**src/rtl/rom_streamer.sv**
```systemverilog
// Fixed-content ROM with a random-access read port and a burst streaming engine.
// The storage has a single read port; random reads win over stream fetches.
//
// state | meaning
// IDLE  | waiting for start; random reads only
// RUN   | fetching burst words into the output register
// FLUSH | last word of the burst fetched, waiting for it to be accepted
module rom_streamer #(
    parameter int ADDR_W = 4,
    parameter int DATA_W = 6,
    parameter int DEPTH  = 16,
    parameter int LEN_W  = 5
) (
    input  logic              clk,
    input  logic              rst_n,
    input  logic              rd_en,
    input  logic [ADDR_W-1:0] rd_addr,
    output logic [DATA_W-1:0] rd_data,
    output logic              rd_valid,
    input  logic              start,
    input  logic [ADDR_W-1:0] start_addr,
    input  logic [LEN_W-1:0]  len,
    input  logic              loop,
    input  logic              abort,
    output logic [DATA_W-1:0] out_data,
    output logic              out_valid,
    input  logic              out_ready,
    output logic              busy,
    output logic              done
);

    localparam logic [1:0] IDLE  = 2'd0;
    localparam logic [1:0] RUN   = 2'd1;
    localparam logic [1:0] FLUSH = 2'd2;

    localparam int PW = DATA_W + ADDR_W + 3;
    localparam logic [ADDR_W:0]   DEPTH_C   = (ADDR_W+1)'(DEPTH);
    localparam logic [ADDR_W-1:0] LAST_ADDR = ADDR_W'(DEPTH - 1);

    logic [1:0]        state;
    logic [ADDR_W-1:0] addr;
    logic [ADDR_W-1:0] start_lat;
    logic [LEN_W-1:0]  len_lat;
    logic [LEN_W-1:0]  remaining;
    logic              loop_lat;

    logic [ADDR_W-1:0] port_addr;
    logic [PW-1:0]     port_ext;
    logic [PW-1:0]     prod;
    logic [DATA_W-1:0] rom_q;
    logic              fetch;
    logic              last_word;
    logic [ADDR_W-1:0] addr_inc;

    // Single shared read port: random access steals the cycle from the stream.
    always_comb begin
        port_addr = rd_en ? rd_addr : addr;
        port_ext  = PW'(port_addr);
        prod      = (port_ext << 2) + port_ext + PW'(1);
        rom_q     = '0;
        if ({1'b0, port_addr} < DEPTH_C) begin
            rom_q = prod[DATA_W-1:0];
        end
    end

    always_comb begin
        fetch     = (state == RUN) && (remaining != '0) && !rd_en &&
                    (!out_valid || out_ready);
        last_word = (remaining == LEN_W'(1));
        addr_inc  = (addr == LAST_ADDR) ? '0 : addr + ADDR_W'(1);
    end

    always_ff @(posedge clk or negedge rst_n) begin
        if (!rst_n) begin
            state     <= IDLE;
            addr      <= '0;
            start_lat <= '0;
            len_lat   <= '0;
            remaining <= '0;
            loop_lat  <= 1'b0;
            rd_data   <= '0;
            rd_valid  <= 1'b0;
            out_data  <= '0;
            out_valid <= 1'b0;
            busy      <= 1'b0;
            done      <= 1'b0;
        end else begin
            rd_valid <= rd_en;
            if (rd_en) begin
                rd_data <= rom_q;
            end
            done <= 1'b0;

            case (state)
                IDLE: begin
                    if (start) begin
                        if (len != '0) begin
                            state     <= RUN;
                            busy      <= 1'b1;
                            addr      <= start_addr;
                            start_lat <= start_addr;
                            len_lat   <= len;
                            remaining <= len;
                            loop_lat  <= loop;
                        end else begin
                            done <= 1'b1;
                        end
                    end
                end

                RUN: begin
                    if (abort) begin
                        state     <= IDLE;
                        busy      <= 1'b0;
                        out_valid <= 1'b0;
                        remaining <= '0;
                    end else if (fetch) begin
                        out_data  <= rom_q;
                        out_valid <= 1'b1;
                        if (last_word) begin
                            if (loop_lat) begin
                                // Restart the pass immediately so looping has no bubble.
                                addr      <= start_lat;
                                remaining <= len_lat;
                            end else begin
                                state     <= FLUSH;
                                remaining <= '0;
                            end
                        end else begin
                            addr      <= addr_inc;
                            remaining <= remaining - LEN_W'(1);
                        end
                    end else if (out_valid && out_ready) begin
                        out_valid <= 1'b0;
                    end
                end

                FLUSH: begin
                    if (abort) begin
                        state     <= IDLE;
                        busy      <= 1'b0;
                        out_valid <= 1'b0;
                    end else if (!out_valid || out_ready) begin
                        state     <= IDLE;
                        busy      <= 1'b0;
                        out_valid <= 1'b0;
                        done      <= 1'b1;
                    end
                end

                default: begin
                    state     <= IDLE;
                    busy      <= 1'b0;
                    out_valid <= 1'b0;
                end
            endcase
        end
    end

endmodule

```
**config.mk**
```make
export PLATFORM = sky130hd
export DESIGN_NAME = rom_streamer
export DESIGN_NICKNAME = d
export VERILOG_FILES = /design/src/rtl/rom_streamer.sv
export SDC_FILE = /design/constraint.sdc
export NUM_CORES = 1
export LEC_CHECK = 0
export BUFFER_PORTS_ARGS = -buffer_cell sky130_fd_sc_hd__buf_2
export CORE_MARGIN = 1.5
export CORE_UTILIZATION = 35
export CTS_BUF_LIST = sky130_fd_sc_hd__clkbuf_16
export DETAILED_ROUTE_END_ITERATION = 10
export GPL_TIMING_DRIVEN = 1
export HOLD_SLACK_MARGIN = 0.15
export SKIP_LAST_GASP = 1
export SYNTH_ARGS = -nofsm -noshare
export SYNTH_HDL_FRONTEND = slang
export SYNTH_SLANG_ARGS = --single-unit
```
**constraint.sdc**
```tcl
create_clock -name clk -period 2.15 [get_ports clk]
set_clock_uncertainty 0.1 [all_clocks]
set_input_delay 0.215 -clock clk [delete_from_list [all_inputs] [get_ports clk]]
set_output_delay 0.215 -clock clk [all_outputs]
set_load 0.01 [all_outputs]
```
==> results_dict.tcl, run 1 <==
set metrics [dict create \
    status "complete, no violations" \
    synthDistinctLibCells 49 \
    antenna_found_initial 0 \
    synth_fp_nets 238 \
    port_buffers 35 \
    place_inst 324 \
    finalSetupTns_ns 0 \
    grt_pass1_wl_mm 8.059 \
    grtUsageTotal_pct 16.29 \
    n_antenna_cell 0 \
    antenna_left 0 \
    seq_area_um2 925.9 \
    async_reset_ff_share_pct 100.0 \
    clock.fmax_mhz 487.9 \
    drc_errors 0 \
    nets 298 \
    cts_root_buffer "clkbuf_16" \
    cp_slowest_cell "dfrtp_1" \
    start_util_pct 36.54 \
    synth_top_area_share_pct 45.45 \
    cts_tree "done" \
    first_pass_iters 4 \
    clockBufferDepth 2 \
    crit_chain "mux2_4 > ha_4 > inv_1 > o311ai_1 > o211ai_1 > xnor2_1 > mux2_2" \
    overflow 0 \
    die_y_um 79.29 \
    syn_area_um2 2037 \
    wl_per_cell_um 13.40 \
    insertion_delay_ns 0.28 \
    critPathTopFamily "multiplexers" \
    tightest_slew_ns 0.8541 \
    swShare_pct 35.39 \
    postLayoutCellArea_um2 2655 \
    crit_arrival_ns 2.11 \
    min_period_ns 2.049 \
    drt_wl_total_mm 4.608 \
    finalSetupViolations 0 \
    final_common_cell "nand2_1" \
    maxCapViolations 0 \
    die_x_um 79.29 \
    synth.area.top_cells "dfrtp_1 (45%), nand2_1 (7.6%), mux2_2 (6.6%)" \
    path_clk_slew_ns 0.06 \
    p_comb_share_pct 41.9 \
    critPathMaxStageDelay_ns 0.37 \
    synth_seq_cells 37 \
    synth_ff_type "dfrtp_1" \
    grt_start_max_net_pins 38 \
    netSwitchingPower_uw 1106 \
    final_cells 344 \
    drive_above_1_share_pct 29.78 \
    cp-end-kind "register" \
    dieArea_um2 6287 \
    synth_top_cell_by_area "dfrtp_1" \
    total_power_uw 3125 \
    yosysSeqAreaShare_pct 45.45 \
    routed_via_density 5.093 \
    final_cell_mix "nand2_1 (41), dfrtp_1 (37), buf_2 (35), nor2_1 (15), buf_4 (15)" \
    p_clk_share_pct 22.3 \
    htree_levels 2 \
    numCtsBuffers 5 \
    dpl_cell_area_um2 2396 \
    rsz0062_at_grt "no" \
    yosys_warnings 0 \
    avgSynthCellArea_um2 9.654 \
    power.share.sequential_pct 35.7 \
    slew_headroom_pct 43.06 \
    multi_input_area_um2 1066 \
    grt_pass1_vias 1662 \
    worstPathMaxFanout 3 \
    hold_path_class "in -> reg" \
    crit_buf_inv 1 \
    period_share_pct 95.32 \
    fillers 561 \
    core_um2 5574 \
    syn2layout_area_growth_pct 30.34 \
    synth_cells 211 \
    p_leak_uw 0.001243 \
    p_int_uw 2019 \
    hold_violations 0 \
    vias 1752 \
    cts_setup_buffers 0 \
    dp_hpwl_mm 3.453 \
    rows 27 \
    synth_edf_count 0 \
    ioPinCount 36 \
    drtIter0Drc 93 \
    start_kind "register" \
    slew_viol_final 0 \
    gp_congestion 0.8245 \
    cp.required_ns 2.21 \
    p_per_area_nw_per_um2 1177 \
    clock-sinks 37 \
    crit_type "reg -> reg" \
    ir_drop_uv 399.7 \
]
==> metal layers <==
metal	GRT usage, %	routed length, µm	vias to the layer above
met5	0	0	-
met4	4.386	14	0
met3	2.529	145	2
met2	24.96	2121	33
met1	23.74	2327	844
li1	-	-	873
==> Yosys cell counts (2+ instances only) <==
library cell and instances:
nand2b_1 2, ha_1 7, a21oi_1 12, o21ai_0 13
inv_1 7, nand3_1 2, nor3_1 4, xnor2_1 6
nand2_1 41, mux2_2 12, mux2i_1 2, nor3b_1 2
dfrtp_1 37, a221oi_1 2, a211oi_1 2, buf_2 4
o21ai_1 2, mux2_4 2, nor2_1 15, or2_2 2
clkbuf_1 4, xor2_1 2, o21a_1 3
==> flip-flops by register name (all words and copies together), names as in the netlist <==
signal,flops
start_lat,4
addr,4
busy,1
state,2
rd_valid,1
remaining,5
rd_data,6
loop_lat,1
out_valid,1
len_lat,5
out_data,6
done,1
==> cell type report <==
| class | count | share of cell area [%] |
|---|---|---|
| clock buffers | 5 | 4.713 |
| repair buffers | 62 | 15.36 |
| multi-input cells | 158 | 40.15 |
| well taps | 72 | 3.393 |
| clock inverters | 3 | 0.5184 |
| inverters | 7 | 0.9896 |
| flip-flops and latches | 37 | 34.87 |
==> worst register-to-register path, delay by kind of cell (launching register included) <==
kind                     cells  cell delay (ns)
XOR/XNOR                     1             0.15
AO/OA/AOI/OAI                2             0.45
adder cells (fa/ha/maj)      1             0.28
multiplexers                 2             0.55
flip-flops                   1             0.37
buffers and inverters        1             0.05
==> what timing repair did <==
| action | CTS | global route |
|---|---|---|
| gates resized for setup | 0 | 1 |
| setup endpoints to repair | 0 | 2 |
| hold endpoints to repair | 49 | 0 |
| hold buffers | 12 | 0 |
==> power groups by stage <==
stage | registers, µW | logic [µW] | clock network, µW
floorplan | 1150 | 833 | 0
global placement | 1120 | 1270 | 0
detailed placement | 1130 | 1300 | 0
CTS | 1120 | 1320 | 713
global route | 1160 | 1470 | 756
finish | 1120 | 1310 | 698
==> cells by family (layout without fill, tap and decap cells) <==
| family | count (synthesis) | count (layout) | synth area share, % |
|---|---|---|---|
| AO/OA/AOI/OAI | 51 | 51 | 17.26 |
| XOR/XNOR | 8 | 8 | 3.440 |
| adder cells (fa/ha/maj) | 7 | 7 | 4.300 |
| buffers and inverters | 16 | 77 | 3.194 |
| flip-flops | 37 | 37 | 45.45 |
| multiplexers | 16 | 16 | 9.091 |
| AND/OR/NAND/NOR | 76 | 76 | 17.26 |
==> worst paths after layout <==
path                                    startpoint                       to  slack (ns)  depth (start not counted)
setup reg to reg               addr[0]$_DFFE_PN0P_  out_data[5]$_DFFE_PN0P_        0.10                          7
max in group asynchronous                    rst_n     state[1]$_DFFE_PN0P_        0.92                          2
hold / removal                              len[4]   len_lat[4]$_DFFE_PN0P_        0.16                          3
setup / recovery               addr[0]$_DFFE_PN0P_  out_data[5]$_DFFE_PN0P_        0.10                          7
min in group asynchronous                    rst_n      addr[1]$_DFFE_PN0P_        0.49                          2
hold reg to reg            out_data[0]$_DFFE_PN0P_  out_data[0]$_DFFE_PN0P_        0.38                          2
==> metrics by stage <==
stage | setup slack (ns) | util (%) | hold slack [ns]
finish | 0.1006 | 47.63 | 0.1635
global route | 0.01139 | 47.63 | 0.1817
CTS | 0.02718 | 47.63 | 0.1645
detailed placement | 0.003837 | 42.99 | 0.2845
global placement | 0.02114 | 42.99 | 0.2721
floorplan | 0.01439 | - | -0.1806
Power figures use the tool's default switching activity.
==> run 2: changes to the inputs <==
CORE_ASPECT_RATIO = 0.5   (was default)
CTS_CLUSTER_SIZE = 40   (was default)
==> results_dict.tcl, run 2 (synthesis gave the netlist of run 1 again) <==
set metrics [dict create \
    finalSetupTns_ns 0 \
    start_kind "primary input" \
    final_cell_mix "nand2_1 (41), dfrtp_1 (37), buf_2 (35), nor2_1 (15)" \
    drive_above_1_share_pct 28.78 \
    start_util_pct 36.77 \
    clock-sinks 37 \
    n_antenna_cell 0 \
    gp_congestion 0.8755 \
    worstPathMaxFanout 4 \
    p_comb_share_pct 42.5 \
    routed_via_density 4.948 \
    netSwitchingPower_uw 1111 \
    rsz0062_at_grt "no" \
    p_int_uw 2010 \
    tightest_slew_ns 0.8347 \
    crit_arrival_ns 2.12 \
    cts_tree "done" \
    p_per_area_nw_per_um2 1175 \
    die_x_um 110.9 \
    finalSetupViolations 0 \
    hold_violations 0 \
    reg_top3 "out_data: 6 flops, rd_data: 6 flops" \
    cp-end-kind "register" \
    period_share_pct 95.86 \
    drt-met1-wl_mm 2.382 \
    port_buffers 35 \
    grt_pass1_wl_mm 8.004 \
    status "complete, no violations" \
    drc_errors 0 \
    rows 19 \
    drt_wl_total_mm 4.776 \
    wl_met3_um 164 \
    p_leak_uw 0.001241 \
    path_clk_slew_ns 0.05 \
    slew_viol_final 0 \
    insertion_delay_ns 0.28 \
    swShare_pct 35.60 \
    top_layer_used "met4" \
    p_clk_share_pct 21.9 \
    vias 1702 \
    grt_start_max_net_pins 38 \
    slew_headroom_pct 44.35 \
    numCtsBuffers 5 \
    drtIter0Drc 96 \
    dr_wl_met2_mm 2.196 \
    overflow 0 \
    dieArea_um2 6314 \
    finish.utilization_pct 47.96 \
    ioPinCount 36 \
    grtUsageTotal_pct 15.81 \
    ir_drop_uv 622.2 \
    syn2layout_area_growth_pct 30.41 \
    core_um2 5539 \
    crit_type "in -> reg" \
    htree_levels 2 \
    maxCapViolations 0 \
    first_pass_iters 4 \
    nets 297 \
    antenna_found_initial 0 \
    cp.required_ns 2.21 \
    clock.fmax_mhz 485.2 \
    final_common_cell "nand2_1" \
    clockBufferDepth 2 \
    hold_path_class "in -> reg" \
    grt_pass1_vias 1666 \
    min_period_ns 2.061 \
    power.share.sequential_pct 35.6 \
    wl_per_cell_um 13.88 \
    die_y_um 56.95 \
    antenna_left 0 \
    rrSetupSlack_ns 0.12 \
    cts_root_buffer "clkbuf_16" \
    dp_hpwl_mm 3.531 \
]
[run 2: cell types whose count changed in the layout (fill, tap and decap cells not counted), sizes merged]
| cell | before | now |
|---|---|---|
| buf | 50 | 48 |
| clkinv | 2 | 0 |
| inv | 8 | 10 |
| dlygate4sd3 | 12 | 13 |
[run 2: area by class of cell]
class | count | area (µm²)
Sequential cell | 37 | 925.9
Clock buffer | 5 | 125.1
Inverter | 7 | 26.28
Timing Repair Buffer | 61 | 402.9
Fill cell | 536 | 2883
Tap cell | 73 | 91.34
Multi-Input combinational cell | 158 | 1074
Clock inverter | 3 | 11.26
[run 2: stage by stage]
step / std cells / power [µW] / worst slack (ns) / hold WS [ns] / instance area [µm²]
after floorplan: 211 / 1986 / 0.01439 / -0.1806 / 2061
after global placement: 323 / 2386 / 0.02331 / 0.2691 / 2382
after detailed placement: 323 / 2422 / -0.06503 / 0.2884 / 2382
after CTS: 344 / 3135 / 0.03758 / 0.1609 / 2649
after global routing: 344 / 3349 / 0.02502 / 0.1702 / 2656
final: 344 / 3122 / 0.08896 / 0.1564 / 2656
[run 2: final timing paths]
path	startpoint	cells past startpoint	endpoint
max in group asynchronous	rst_n	2	out_data[1]$_DFFE_PN0P_
min in group asynchronous	rst_n	2	remaining[1]$_DFFE_PN0P_
setup reg to reg	addr[0]$_DFFE_PN0P_	6	rd_data[3]$_DFFE_PN0P_
setup / recovery	len[0]	7	addr[3]$_DFFE_PN0P_
hold reg to reg	out_data[4]$_DFFE_PN0P_	2	out_data[4]$_DFFE_PN0P_
hold / removal	start	3	done$_DFF_PN0_
[run 2: worst max-delay path, cell delays in order]
cell	delay [ns]
dlygate4sd3_1	0.52
buf_2	0.13
nor3_1	0.45
nand2_1	0.12
nand2_1	0.11
o2bb2ai_2	0.19
mux2_2	0.37
[run 2: metal layers]
metal	up-vias	GRT usage [%]
met5	-	0
met4	0	3.297
met3	5	3.826
met2	32	26.28
met1	803	21.46
li1	862	-
[run 2: timing repair]
action,4_1_cts,5_1_grt
gates cloned,0,0
buffers inserted,0,0
gates resized for setup,1,1
hold buffers,13,0
endpoints found under the hold margin,49,0
pin swaps,1,2
endpoints found under the setup margin,2,2
[run 2: power by group through the flow]
| stage | combinational [µW] | clock (µW) | sequential (µW) |
|---|---|---|---|
| 6_report | 1330 | 683 | 1110 |
| 5_1_grt | 1470 | 725 | 1150 |
| 4_1_cts | 1320 | 695 | 1120 |
| 3_5_place_dp | 1300 | 0 | 1120 |
| 3_3_place_gp | 1270 | 0 | 1120 |
| 2_1_floorplan | 833 | 0 | 1150 |
==> run 3: changes to the inputs <==
SETUP_SLACK_MARGIN = 0.3   (was default)
==> results_dict.tcl, run 3 (synthesis gave the netlist of run 1 again) <==
set metrics [dict create \
    slew_viol_final 0 \
    period_share_pct 95.53 \
    multi_input_area_um2 1219 \
    clockBufferDepth 2 \
    dp_hpwl_mm 3.627 \
    wl_per_cell_um 15.42 \
    p_per_area_nw_per_um2 1220 \
    drc_errors 0 \
    finalSetupViolations 0 \
    port_buffers 35 \
    crit_arrival_ns 2.13 \
    crit_chain "mux2_4 > ha_4 > inv_2 > o311ai_4 > o211ai_1 > xnor2_1 > mux2_2" \
    grt_pass1_vias 1834 \
    antenna_left 0 \
    critPathMaxStageDelay_ns 0.39 \
    p_leak_uw 0.001390 \
    hold_slack_ns 0.1601 \
    path_clk_slew_ns 0.06 \
    final_common_cell "nand2_1" \
    die_y_um 56.95 \
    grt_pass1_wl_mm 8.852 \
    nets 318 \
    drtIter0Drc 87 \
    drive_above_1_share_pct 40.75 \
    crit_type "reg -> reg" \
    numCtsBuffers 5 \
    overflow 0 \
    n_antenna_cell 0 \
    slew_headroom_pct 69.91 \
    cp_slowest_cell "dfrtp_1" \
    seq_area_um2 928.4 \
    maxCapViolations 0 \
    cp-end-kind "register" \
    clock.fmax_mhz 486.9 \
    grt_start_max_net_pins 17 \
    final_cell_mix "nand2_1 (39), buf_2 (36), dfrtp_1 (35), buf_4 (26)" \
    cts_root_buffer "clkbuf_16" \
    vias 1891 \
    timing.rr.start "addr[2]$_DFFE_PN0P_" \
    drt_wl_total_mm 5.629 \
    start_kind "register" \
    finalSetupTns_ns 0 \
    syn2layout_area_growth_pct 47.97 \
    first_pass_iters 4 \
    hold_violations 0 \
    status "complete, no violations" \
    reg_top3 "out_data: 6 flops, rd_data: 6 flops" \
    ir_drop_uv 513.4 \
    hold_path.startpoint "len[1]" \
    grtUsageTotal_pct 17.83 \
    dieArea_um2 6314 \
    ioPinCount 36 \
    fillers 484 \
    cp.required_ns 2.22 \
    core_um2 5539 \
    htree_levels 2 \
    rows 19 \
    tightest_slew_ns 0.4479 \
    total_power_uw 3676 \
    min_period_ns 2.054 \
    clock-sinks 37 \
    insertion_delay_ns 0.29 \
    hold_path_class "in -> reg" \
    critPathLaunch "addr[2]$_DFFE_PN0P_" \
    start_util_pct 36.77 \
    cts_tree "done" \
    finish.utilization_pct 54.42 \
    antenna_found_initial 0 \
    place_ws_ns -0.03824 \
    rsz0062_at_grt "yes" \
    gp_congestion 0.8384 \
    die_x_um 110.9 \
    worstPathMaxFanout 3 \
    routed_via_density 5.181 \
    setup_ws_ns 0.09607 \
]
run 3: repair_timing:
action                                 CTS  global route
setup buffers                           10             8
resized for setup                        9            31
pin swaps                                7             9
cloned                                   0             1
hold buffers                            14             0
setup endpoints to repair               10            18
endpoints found under the hold margin   50             0
run 3: path summary, 6_finish.rpt:
path,cells after the start,to,slack [ns]
hold / removal,3,remaining[1]$_DFFE_PN0P_,0.16
setup reg to reg,7,out_data[5]$_DFFE_PN0P_,0.1
hold reg to reg,2,out_data[2]$_DFFE_PN0P_,0.38
max in group asynchronous,3,state[0]$_DFFE_PN0P_,1.21
min in group asynchronous,2,len_lat[3]$_DFFE_PN0P_,0.23
setup / recovery,7,out_data[5]$_DFFE_PN0P_,0.1
run 3: routing by layer:
metal	part of all wire, %	vias up	GRT usage [%]
met5	0	-	0
met4	1.6	0	7.692
met3	4.1	8	3.719
met2	48	53	29.28
met1	47	925	23.40
li1	-	905	-
run 3: per-stage QoR:
step	cell area, µm²	cells
2_1_floorplan	2078	211
3_3_place_gp	2399	324
3_5_place_dp	2399	324
4_1_cts	2828	356
5_1_grt	3014	365
6_report	3014	365
run 3: report_power, final:
part	switching [µW]	internal, µW
sequential	196	936
combinational	822	878
clock	301	543
total	1320	2360
run 3: layout make-up:
class	count	area share (%)
multi-input combinational	158	40.43
sequential	37	30.80
timing repair buffer	82	19.34
clock buffer	5	4.151
tap	73	3.030
clock inverter	3	1.370
inverter	7	0.8717
run 3: worst max-delay path, delay by kind of cell (launching register included):
kind / cells / cell delay [ns]
buffers and inverters: 1 / 0.05
adders and majority gates: 1 / 0.28
AOI/OAI and AO/OA: 2 / 0.40
DFF: 1 / 0.39
muxes: 2 / 0.56
xor gates and xnor gates: 1 / 0.16
